**config.mk**
```make
export PLATFORM = sky130hd
export DESIGN_NAME = uart_receiver_ctrl
export DESIGN_NICKNAME = d
export VERILOG_FILES = /design/src/rtl/uart_pkg.sv /design/src/rtl/uart_sync.sv /design/src/rtl/uart_receiver_ctrl.sv
export SDC_FILE = /design/constraint.sdc
export NUM_CORES = 1
export LEC_CHECK = 0
export BUFFER_PORTS_ARGS = -buffer_cell sky130_fd_sc_hd__buf_2
export CAP_MARGIN = 30
export CORE_MARGIN = 1
export CORE_UTILIZATION = 23
export CTS_CLUSTER_DIAMETER = 30
export DETAILED_ROUTE_END_ITERATION = 8
export GPL_ROUTABILITY_DRIVEN = 0
export GPL_TIMING_DRIVEN = 0
export PLACE_DENSITY = 0.37
export SLEW_MARGIN = 20
export SYNTH_ARGS = -nofsm -noshare
export SYNTH_HDL_FRONTEND = slang
export SYNTH_SLANG_ARGS = --single-unit
export TNS_END_PERCENT = 1
```
**constraint.sdc**
```tcl
create_clock -name pclk -period 3 [get_ports pclk]
set_clock_uncertainty 0.2 [all_clocks]
set_input_delay 0.15 -clock pclk [delete_from_list [all_inputs] [get_ports pclk]]
set_output_delay 0.15 -clock pclk [all_outputs]
set_load 0.02 [all_outputs]
```
**src/rtl/uart_pkg.sv**
```systemverilog
// Shared UART definitions: receive sequencer states and word-length encodings.
package uart_pkg;

    typedef enum logic [2:0] {
        IDLE,
        START,
        DATA,
        PARITY,
        STOP,
        DONE,
        BRK_WAIT
    } rx_state_e;

    localparam logic [1:0] WLS_5 = 2'b00;
    localparam logic [1:0] WLS_6 = 2'b01;
    localparam logic [1:0] WLS_7 = 2'b10;
    localparam logic [1:0] WLS_8 = 2'b11;

    function automatic logic [3:0] data_bits(input logic [1:0] wls);
        case (wls)
            WLS_5:   return 4'd5;
            WLS_6:   return 4'd6;
            WLS_7:   return 4'd7;
            default: return 4'd8;
        endcase
    endfunction

endpackage

```
**src/rtl/uart_sync.sv**
```systemverilog
// Multi-flop synchroniser for asynchronous serial/modem inputs; resets to mark (1).
module uart_sync #(
    parameter int unsigned SYNC_STAGES = 2
) (
    input  logic clk,
    input  logic rst,
    input  logic d,
    output logic q
);

    logic [SYNC_STAGES-1:0] stages;

    always_ff @(posedge clk) begin
        if (rst) begin
            stages <= '1;
        end else begin
            stages <= {stages[SYNC_STAGES-2:0], d};
        end
    end

    assign q = stages[SYNC_STAGES-1];

endmodule

```
**src/rtl/uart_receiver_ctrl.sv**
```systemverilog
// UART receive sequencer: start detection, mid-bit shift pulses, frame-check/RBR strobes, break tracking.
module uart_receiver_ctrl
    import uart_pkg::*;
#(
    parameter int unsigned OVERSAMPLE  = 16,
    parameter int unsigned SYNC_STAGES = 2
) (
    input  logic       pclk,
    input  logic       preset,
    input  logic       baud_tick,
    input  logic       uart_rxd,
    input  logic       loop_txd,
    input  logic       loop,
    input  logic [1:0] wls,
    input  logic       pen,
    output logic       receive_shift_en,
    output logic       error_check,
    output logic       rx_done,
    output logic       break_detect,
    output logic       rx_busy
);

    localparam int unsigned SW = $clog2(OVERSAMPLE);
    localparam logic [SW-1:0] HALF_LAST = SW'(OVERSAMPLE / 2 - 1);
    localparam logic [SW-1:0] FULL_LAST = SW'(OVERSAMPLE - 1);

    rx_state_e     state, state_d;
    logic [SW-1:0] samp_cnt, samp_d;
    logic [2:0]    bit_cnt, bit_d;
    logic [1:0]    wls_q, wls_d;
    logic          pen_q, pen_d;
    logic          zero_q, zero_d;
    logic          shift_d, check_d, brk_d, busy_d;
    logic          rxs;
    logic          last_bit;

    uart_sync #(.SYNC_STAGES(SYNC_STAGES)) u_sync (
        .clk (pclk),
        .rst (preset),
        .d   (loop ? loop_txd : uart_rxd),
        .q   (rxs)
    );

    assign last_bit = (bit_cnt == 3'(data_bits(wls_q) - 4'd1));

    always_ff @(posedge pclk) begin
        if (preset) begin
            state            <= IDLE;
            samp_cnt         <= '0;
            bit_cnt          <= '0;
            wls_q            <= '0;
            pen_q            <= 1'b0;
            zero_q           <= 1'b1;
            receive_shift_en <= 1'b0;
            error_check      <= 1'b0;
            rx_done          <= 1'b0;
            break_detect     <= 1'b0;
            rx_busy          <= 1'b0;
        end else begin
            state            <= state_d;
            samp_cnt         <= samp_d;
            bit_cnt          <= bit_d;
            wls_q            <= wls_d;
            pen_q            <= pen_d;
            zero_q           <= zero_d;
            receive_shift_en <= shift_d;
            error_check      <= check_d;
            rx_done          <= check_d;
            break_detect     <= brk_d;
            rx_busy          <= busy_d;
        end
    end

    // Outputs are registered from the decisions made here, so every strobe
    // appears one pclk after the tick that caused it.
    always_comb begin
        state_d = state;
        samp_d  = samp_cnt;
        bit_d   = bit_cnt;
        wls_d   = wls_q;
        pen_d   = pen_q;
        zero_d  = zero_q;
        shift_d = 1'b0;
        check_d = 1'b0;
        brk_d   = 1'b0;

        unique case (state)
            IDLE: begin
                if (baud_tick && !rxs) begin
                    state_d = START;
                    samp_d  = '0;
                    wls_d   = wls;
                    pen_d   = pen;
                end
            end
            START: begin
                if (baud_tick) begin
                    if (samp_cnt == HALF_LAST) begin
                        samp_d = '0;
                        if (!rxs) begin
                            state_d = DATA;
                            bit_d   = '0;
                            zero_d  = 1'b1;
                        end else begin
                            state_d = IDLE;
                        end
                    end else begin
                        samp_d = samp_cnt + 1'b1;
                    end
                end
            end
            DATA, PARITY, STOP: begin
                if (baud_tick) begin
                    if (samp_cnt == FULL_LAST) begin
                        samp_d  = '0;
                        shift_d = 1'b1;
                        if (rxs) begin
                            zero_d = 1'b0;
                        end
                        if (state == DATA) begin
                            if (last_bit) begin
                                state_d = pen_q ? PARITY : STOP;
                            end else begin
                                bit_d = bit_cnt + 3'd1;
                            end
                        end else if (state == PARITY) begin
                            state_d = STOP;
                        end else begin
                            state_d = DONE;
                        end
                    end else begin
                        samp_d = samp_cnt + 1'b1;
                    end
                end
            end
            DONE: begin
                check_d = 1'b1;
                brk_d   = zero_q;
                state_d = zero_q ? BRK_WAIT : IDLE;
            end
            BRK_WAIT: begin
                if (baud_tick && rxs) begin
                    state_d = IDLE;
                end
            end
            default: state_d = IDLE;
        endcase

        busy_d = state_d inside {DATA, PARITY, STOP, DONE};
    end

endmodule

```
==> results.md, run 1 <==
- CTS max path bufs: 2
- Setup-failing EPs final: 0
- WP data required: 2.93 ns
- Max-capacitance violation count: 0
- ANT cells: 0
- Post-synthesis register bit count: 20
- Layout Area Growth over Synthesis: 20.78%
- DIE AREA: 0.005018 mm^2
- Post-synth EDFFs: 0
- Main flop type after synthesis: dfxtp_1
- Unique masters post-synth: 47
- Netlist Area Pre-Place: 0.001090 mm^2
- Number of CTS-inserted buffers: 3
- Initial DRC Count: 35
- Leak pwr: 0.5237 nW
- Post-synthesis sequential area ratio: 0.3674
- Hpwl dp: 1905 um
- Setup crit end: bit_cnt[1]
- Critical Path Fanout Max: 10
- Worst R2R Setup Slack: 1.16 ns
- Initial antenna violation count: 0
- Final Cycle Share: 0.6148
- Cell count after synthesis: 124
- First-pass GRT wire length: 4519 um
- DRC Markers: 0
- Largest net degree at the start of global routing: 11
- Routed WL: 2512 um
- # hold bufs at CTS: 6
- Syn_area_per_cell: 8.789 um^2
- Total setup buffers inserted after CTS: 0
- H-tree depth: 1
- Number of global-route vias before repair: 953
- Fmax: 542.2 MHz
- Worst VDD drop: 0.2968 mV
- Die Wd: 70.84 um
- Worst setup EP type: register
- CTS tree: yes
- Unrepaired setup endpoints after global routing: no
- Root Buffer: clkbuf_8
- Core ar.: 0.004444 mm^2
- Dominant cell type by area after synthesis: dfxtp_1
- Fillcell total: 485
- Most frequent cells after synthesis: 20 x dfxtp_1, 17 x nand2_1, 10 x a21oi_1, 10 x nand3_1, 9 x inv_1
- Most common cell in the netlist: dfxtp_1
- Ranking of synthesized cells by area: dfxtp_1 37%, nand2_1 5.9%, a21oi_1 4.6%
- Async S/R FF share, synth: 0
- Final core utilization: 0.2962
- Power per Cell Area: 374.8 mW/mm^2
- Total congestion overflow: 0
- Hold slack: 0.08010 ns
- Layout cells sized above 1: 0.2069
- Status: complete, no violations
- Top-area cell type share of the netlist area: 0.3674
- Syn Nets: 135
- Clock Sink Count: 20
- I/O Buffers: 12
- Final #Nets: 158
- Reg-to-Reg Start: state[2]
- Vias per inst: 4.817
- Min-Delay Path Class: in2reg
- CP startpoint: state[2]
- Kind of critical path: reg2reg
- Vias: 949
- Critical path data arrival time: 1.77 ns
- CP startpoint kind: register
- Worst Tran Pin Value: 0.5163 ns
- Reg2Reg Depth: 5
- Initial core utilization: 0.2452
- Avg WL per Cell: 12.75 um
- Setup_tns: 0 ns
- Worst-Skew Late Latency: 0.26 ns
- Detail Route Antenna Nets: 0
- Reg2reg end: bit_cnt[1]
- I/O pin count: 14
- Overall Global Routing Usage: 0.1171
- Rows: 24
- Final max-slew violation count: 0
- Post-route minimum period: 1.844 ns
- DR pass1 iterations: 4
- Synth Warn #: 0
- Count of final hold-check violations: 0
- Clock transition at the registers of the reported paths: 0.07 ns
- Die height: 70.84 um
- Headroom to the max-slew limit: 0.6558
- Post-cts gate resize count: 0
-- layout make-up --
cell class,count,area (um^2),area share
Multi-Input combinational cell,89,615.6,0.4677
Sequential cell,20,400.4,0.3042
Timing Repair Buffer,18,120.1,0.09125
Tap cell,52,65.06,0.04943
Clock buffer,3,41.29,0.03137
Buffer,6,40.04,0.03042
Inverter,9,33.78,0.02567
-- critical path, cell delays in order (launching register included) --
cell	delay [ns]
dfxtp_1	0.34
buf_2	0.28
nor2b_1	0.12
a21oi_1	0.38
o2111a_1	0.31
o32ai_1	0.09
-- worst min path at each step --
stage               startpoint          endpoint  slack [ns]  cells after the start
finish               baud_tick  receive_shift_en        0.08                      3
detailed placement    uart_rxd  u_sync.stages[0]        0.17                      3
floorplan             uart_rxd  u_sync.stages[0]        0.08                      2
global route         baud_tick  receive_shift_en        0.09                      3
global placement      uart_rxd  u_sync.stages[0]        0.16                      3
CTS                  baud_tick  receive_shift_en        0.07                      3
-- per-stage QoR --
stage                     setup slack, ns  instance area (um^2)  total power [W]  cells
final                               1.156                  1316        0.0004934    197
after global routing                1.053                  1316        0.0005291    197
after CTS                           1.165                  1316        0.0005053    197
after detailed placement            1.185                  1215        0.0003173    188
after global placement              1.227                  1215        0.0003167    188
after floorplan                     1.354                  1090        0.0003042    124
-- flip-flops by register name, indices dropped and copies added (netlist names), 2 cells and up --
name	count
u_sync.stages	2
state	3
wls_q	2
bit_cnt	3
samp_cnt	4
-- routing by layer --
layer / share of wire / track usage / vias to the layer above
li1: - / - / 488
met1: 0.46 / 0.1469 / 441
met2: 0.50 / 0.1987 / 15
met3: 0.031 / 0.03419 / 5
met4: 0.010 / 0.02667 / 0
met5: 0 / 0 / -
-- power breakdown --
| part | switching [W] | internal, W |
|---|---|---|
| Sequential | 0.00000221 | 0.000269 |
| Clock | 0.0000869 | 0.0000895 |
| Combinational | 0.0000246 | 0.0000216 |
| Total | 0.000114 | 0.000380 |
-- cell usage in the layout, fill, tap and decap left out, types with 2 or more instances in the layout --
| master | n |
|---|---|
| a21o_1 | 2 |
| a21oi_1 | 10 |
| a31oi_1 | 3 |
| a41o_1 | 2 |
| and2_1 | 3 |
| and3_1 | 2 |
| buf_2 | 14 |
| buf_4 | 2 |
| clkbuf_8 | 3 |
| dfxtp_1 | 20 |
| dlygate4sd3_1 | 6 |
| ha_1 | 2 |
| inv_1 | 9 |
| nand2_1 | 17 |
| nand3_1 | 10 |
| nand3_2 | 2 |
| nor2_1 | 3 |
| o21ai_1 | 2 |
| or3_1 | 2 |
| xnor2_1 | 2 |
-- logic make-up (layout without fill, tap and decap cells) --
| family | after synthesis | after routing | synth area share |
|---|---|---|---|
| AO/OA/AOI/OAI | 32 | 32 | 0.2182 |
| multiplexers | 1 | 1 | 0.009185 |
| AND/OR/NAND/NOR | 49 | 49 | 0.2503 |
| flip-flops | 20 | 20 | 0.3674 |
| adder cells (fa/ha/maj) | 2 | 2 | 0.02296 |
| buffers and inverters | 15 | 36 | 0.06773 |
| XOR/XNOR | 5 | 5 | 0.06431 |
No activity file was read; power rests on OpenSTA's default activity.
==> inputs of run 2 (changes only) <==
Settings changed: PLACE_DENSITY 0.37 to 0.38.
Clock period 3 ns to 1.5 ns, I/O delays scaled along.
==> run 2 against run 1 <==
Compared with the run above: the flow now finishes with violations (setup timing); combinational power increased to 2.6 times the previous value; non-clock buffer count increased by 15; global-route usage decreased by 0.35 points; critical path type unchanged; largest power group unchanged.
==> results.md, run 2 (synthesis results as in run 1) <==
- ANT cells: 0 (unchanged)
- Worst VDD drop: 0.2683 mV (-9.6%)
- Fmax: 609.0 MHz (+12%)
- Commonest non-fill, non-tap cell in the layout: nand2_1
- Sw frac: 0.2250 (-0.005266)
- Critical Path Fanout Max: 5 (-5)
- CP startpoint: state[0]
- Biggest regs: samp_cnt: 4 flops, bit_cnt: 3 flops, state: 3 flops
- Power per Cell Area: 702.6 mW/mm^2 (+87%)
- Biggest register: samp_cnt
- Worst Tran Pin Value: 0.5113 ns (-0.005029 ns)
- Overall Global Routing Usage: 0.1135 (-0.003534)
- Count of final hold-check violations: 0 (unchanged)
- Leak pwr: 0.6154 nW (+17%)
- Kind of critical path: reg2reg
- Die height: 70.84 um (unchanged)
- Final #Nets: 173 (+9.5%)
- Avg WL per Cell: 12.67 um (-0.66%)
- Number of CTS-inserted buffers: 3 (unchanged)
- Violated checks: setup timing
- H-tree depth: 1 (unchanged)
- Final Cycle Share: 1.095 (+0.4799)
- I/O pin count: 14 (unchanged)
- CTS max path bufs: 2 (unchanged)
- Worst setup margin: -0.1420 ns (-1.298 ns)
- Die Wd: 70.84 um (unchanged)
- Final core utilization: 0.3443 (+0.04814)
- Final max-slew violation count: 0 (unchanged)
- Reg2Reg Depth: 6 (+1)
- Setup crit end: bit_cnt[1]
- Worst-Skew Late Latency: 0.26 ns (about the same)
- Total congestion overflow: 0 (unchanged)
- Design area: 0.001530 mm^2 (+16%)
- Largest net degree at the start of global routing: 12 (+1)
- Initial core utilization: 0.2452 (unchanged)
- Fillcell total: 452 (-6.8%)
- Layout cells sized above 1: 0.3789 (+0.1720)
- Root Buffer: clkbuf_8
- Comb pwr share: 0.110 (+0.016)
- Unrepaired setup endpoints after global routing: yes
- Initial DRC Count: 18 (-49%)
- DRC Markers: 0 (unchanged)
- Number of global-route vias before repair: 975 (+2.3%)
- Reg2reg end: bit_cnt[1]
- First-pass GRT wire length: 4436 um (-1.8%)
- Worst R2R Setup Slack: -0.14 ns (-1.30 ns)
- Post-DP Area: 0.001215 mm^2 (unchanged)
- Clock Sink Count: 20 (unchanged)
- Rows: 24 (unchanged)
- DR pass1 iterations: 4 (unchanged)
- Seq pwr share: 0.505 (-0.044)
- CTS tree: yes
- Setup-failing EPs final: 13 (+13)
- CP startpoint kind: register
- Initial antenna violation count: 0 (unchanged)
- Hold path startpoint: baud_tick
- Worst setup EP type: register
- Clock transition at the registers of the reported paths: 0.08 ns (about the same)
- Psw: 0.0002419 W (+110%)
- Max-capacitance violation count: 0 (unchanged)
- Post-route minimum period: 1.642 ns (-0.2023 ns)
- Core ar.: 0.004444 mm^2 (unchanged)
- Commonest non-fill, non-tap cells in the layout: 16 x nand2_1, 13 x buf_2, 13 x buf_4
- Min-Delay Path Class: in2reg
- Routed WL: 2698 um (+7.4%)
- Detail Route Antenna Nets: 0 (unchanged)
- Internal power: 0.0008331 W (+120%)
- Hpwl dp: 1871 um (-1.7%)
- Clock Power Share: 0.385 (+0.028)
- Placed Instances: 188 (unchanged)
- Status: finished, violations left
- Max reg flops: 4 (unchanged)
- Critical path data arrival time: 1.62 ns (-0.15 ns)
- Layout Area Growth over Synthesis: 40.41%
- Vias per inst: 4.718 (-2.1%)
- WP data required: 1.47 ns (-1.46 ns)
- Reg-to-Reg Start: state[0]
- Vias: 1005 (+5.9%)
- Final Instance Count excl. Fillers: 213 (+8.1%)
- I/O Buffers: 12 (unchanged)
- Headroom to the max-slew limit: 0.6592 (+0.003352)
- DIE AREA: 0.005018 mm^2 (unchanged)
-- run 2: power groups by stage --
stage	clock, W	sequential, W	combinational [W]
final	0.000414	0.000543	0.000118
after global routing	0.000440	0.000544	0.000128
after CTS	0.000425	0.000542	0.000109
after detailed placement	0	0.000554	0.0000798
after global placement	0	0.000554	0.0000789
after floorplan	0	0.000553	0.0000556
-- run 2: per-stage QoR --
| step | power [W] | TNS (ns) | hold slack [ns] | setup WS (ns) |
|---|---|---|---|---|
| floorplan | 0.0006084 | -0.3813 | 0.00002594 | -0.1457 |
| global placement | 0.0006331 | -2.893 | 0.08422 | -0.2665 |
| detailed placement | 0.0006338 | -2.758 | 0.09391 | -0.3051 |
| CTS | 0.001076 | -1.831 | 0.1023 | -0.1545 |
| global route | 0.001111 | -2.420 | 0.1377 | -0.2403 |
| finish | 0.001075 | -1.393 | 0.08278 | -0.1420 |
-- run 2: how the worst min path moves through the flow --
stage | cells after the start | endpoint | slack, ns
after detailed placement | 3 | u_sync.stages[0] | 0.09
after CTS | 3 | zero_q | 0.10
after global routing | 3 | zero_q | 0.14
after global placement | 3 | u_sync.stages[0] | 0.08
after floorplan | 2 | u_sync.stages[0] | 0.00003
final | 3 | state[2] | 0.08
-- run 2: timing repair --
item / CTS / global route
setup buffers: 11 / 2
resized for setup: 9 / 16
gates cloned: 0 / 0
endpoints found under the setup margin: 16 / 16
endpoints found under the hold margin: 7 / 0
hold buffers: 8 / 0
pin swaps: 11 / 13
-- run 2: layer usage --
metal  up-vias  share of wire  global-route usage
met5         -              0                   0
met4         0          0.013             0.04444
met3         4          0.020             0.01709
met2        14           0.48              0.1902
met1       473           0.49              0.1471
li1        514              -                   -
-- run 2: layout make-up --
class                   count  area, um^2  area share
flip-flops and latches     20       410.4      0.2682
inverters                   9       33.78     0.02208
well taps                  52       65.06     0.04252
clock buffers               4       55.05     0.03598
repair buffers             33       245.2      0.1603
plain buffers               6       46.29     0.03025
multi-input cells          89       674.4      0.4407
-- run 2: critical path: stages (launching register included) --
cell and delay, ns:
dfxtp_2 0.32, buf_6 0.12, nor2_4 0.20, buf_4 0.16
a21oi_2 0.08, o2111a_1 0.27, o32ai_1 0.20
==> inputs of run 3 (changes only) <==
Settings changed: CORE_ASPECT_RATIO from default to 2.
==> run 3 against run 2 <==
Compared with the run above: the run still ends with setup timing left; combinational power is 3% lower; non-clock buffer count is 7 lower; critical endpoint is now samp_cnt[0]; final cell count is 1.9% lower; flip-flop and latch count stayed put; clock power is 33% higher; critical path depth stayed put; highest routed layer unchanged.
==> results.md, run 3 (synthesis results as in run 1) <==
- Biggest regs: samp_cnt: 4 flops, bit_cnt: 3 flops, state: 3 flops
- I/O pin count: 14 (unchanged)
- Layout cells sized above 1: 0.3506 (-0.02823)
- Final #Nets: 166 (-4.0%)
- Root Buffer: clkbuf_8
- CTS max path bufs: 2 (unchanged)
- Hold path startpoint: baud_tick
- Routed WL: 2808 um (+4.1%)
- Final max-slew violation count: 0 (unchanged)
- CP startpoint kind: register
- CTS tree: yes
- Slowest cell on crit path: dfxtp_2
- Initial DRC Count: 15 (-3)
- Critical Path Fanout Max: 10 (+5)
- Commonest non-fill, non-tap cells in the layout: 16 x nand2_1, 14 x dfxtp_1, 13 x buf_2
- Avg WL per Cell: 13.44 um (+6.1%)
- Core ar.: 0.004554 mm^2 (+2.5%)
- Worst setup margin: -0.1861 ns (-0.04414 ns)
- Hpwl dp: 2128 um (+14%)
- Reg2Reg Depth: 6 (unchanged)
- Delay of the slowest critical-path stage: 0.33 ns (about the same)
- Max-capacitance violation count: 0 (unchanged)
- Buffers plus inverters on the worst setup path: 1 (-1)
- Final core utilization: 0.3261 (-0.01821)
- First-pass GRT wire length: 4533 um (+2.2%)
- Headroom to the max-slew limit: 0.6394 (-0.01972)
- Biggest register: samp_cnt
- Delay-heaviest family, CP: simple AND/OR/NAND/NOR gates
- Fmax: 593.1 MHz (-2.6%)
- Layout Area Growth over Synthesis: 36.28%
- H-tree depth: 1 (unchanged)
- Commonest non-fill, non-tap cell in the layout: nand2_1
- Detail Route Antenna Nets: 0 (unchanged)
- Clock transition at the registers of the reported paths: 0.08 ns (about the same)
- Critical path data arrival time: 1.67 ns (+0.05 ns)
- Worst VDD drop: 0.6257 mV (+130%)
- Worst-Skew Late Latency: 0.26 ns (about the same)
- Violated checks: setup timing
- Status: finished, violations left
- Final Cycle Share: 1.124 (+0.02943)
- Number of CTS-inserted buffers: 3 (unchanged)
- Power per Cell Area: 811.6 mW/mm^2 (+16%)
- Hold EP: state[2]
- Largest net degree at the start of global routing: 13 (+1)
- Count of final hold-check violations: 0 (unchanged)
- Total congestion overflow: 0 (unchanged)
- DR pass1 iterations: 4 (unchanged)
- DRC Markers: 0 (unchanged)
- Unrepaired setup endpoints after global routing: yes
- I/O Buffers: 12 (unchanged)
- Die height: 99.35 um (+40%)
- Rows: 35 (+46%)
- Kind of critical path: reg2reg
- Min-Delay Path Class: in2reg
- Reg-to-Reg Start: state[1]
- Vias: 994 (-1.1%)
- Clock Sink Count: 20 (unchanged)
- Reg2reg end: samp_cnt[0]
- Total power: 0.001205 W (+12%)
- Worst setup EP type: register
- WP data required: 1.48 ns (about the same)
- ANT cells: 0 (unchanged)
- Die Wd: 50.68 um (-28%)
- Initial antenna violation count: 0 (unchanged)
- Hold slack: 0.08171 ns (-0.001066 ns)
- Worst R2R Setup Slack: -0.19 ns (-0.04 ns)
- Overall Global Routing Usage: 0.1233 (+0.009761)
- Worst Tran Pin Value: 0.5408 ns (+0.02957 ns)
- Crit-path cells: buf_6 -> nor2_4 -> xnor2_4 -> o21ai_4 -> or3_1 -> a21oi_1
- Max reg flops: 4 (unchanged)
- Post-route minimum period: 1.686 ns (+0.04414 ns)
- Crit path depth: 6 (unchanged)
- Vias per inst: 4.756 (+0.80%)
- DIE AREA: 0.005034 mm^2 (+0.33%)
- Number of global-route vias before repair: 1009 (+3.5%)
- Leak pwr: 0.5802 nW (-5.7%)
- Setup-failing EPs final: 13 (unchanged)
- Initial core utilization: 0.2393 (-0.005928)
- Worst hold stages: 3 (unchanged)
-- run 3: metal layers --
layer  vias up  wire [um]  share of wire  GRT usage
met2        22       1644           0.59     0.2390
met3         8         66          0.024    0.01682
met5         -          0              0          0
met4         0        110          0.039    0.07692
li1        500          -              -          -
met1       464        988           0.35     0.1136
-- run 3: worst register-to-register path: stages (launching register included) --
cell,delay [ns]
dfxtp_2,0.33
buf_6,0.14
nor2_4,0.18
xnor2_4,0.16
o21ai_4,0.13
or3_1,0.32
a21oi_1,0.14
-- run 3: worst max-delay path by stage --
stage | startpoint | end
floorplan | state[1] | samp_cnt[0]
global placement | state[2] | bit_cnt[1]
detailed placement | state[2] | bit_cnt[1]
CTS | state[1] | bit_cnt[1]
global route | state[0] | bit_cnt[1]
finish | state[1] | samp_cnt[0]
-- run 3: power breakdown --
part	total [W]	switching [W]	internal, W
Combinational	0.000114	0.0000569	0.0000573
Clock	0.000549	0.000192	0.000357
Sequential	0.000543	0.00000519	0.000537
Total	0.00121	0.000254	0.000951
-- run 3: cell type report --
cell class,instances,area (um^2)
Tap cell,55,68.82
Fill cell,501,3069
Buffer,6,50.05
Sequential cell,20,407.9
Multi-Input combinational cell,89,670.6
Clock inverter,1,30.03
Inverter,9,33.78
Clock buffer,3,41.29
Timing Repair Buffer,26,182.7
-- run 3: per-stage QoR --
| step | setup WS [ns] | area [um^2] | instances | TNS, ns |
|---|---|---|---|---|
| after floorplan | -0.1457 | 1090 | 124 | -0.3813 |
| after global placement | -0.3192 | 1219 | 191 | -3.283 |
| after detailed placement | -0.3168 | 1219 | 191 | -3.341 |
| after CTS | -0.2074 | 1444 | 208 | -1.824 |
| after global routing | -0.2771 | 1485 | 209 | -2.765 |
| final | -0.1861 | 1485 | 209 | -1.544 |
-- run 3: timing repair --
item,4_1_cts,5_1_grt
pin swaps,14,7
buffers inserted,7,0
hold endpoints to repair,7,1
hold buffers,6,1
endpoints found under the setup margin,16,16
gates resized for setup,14,8
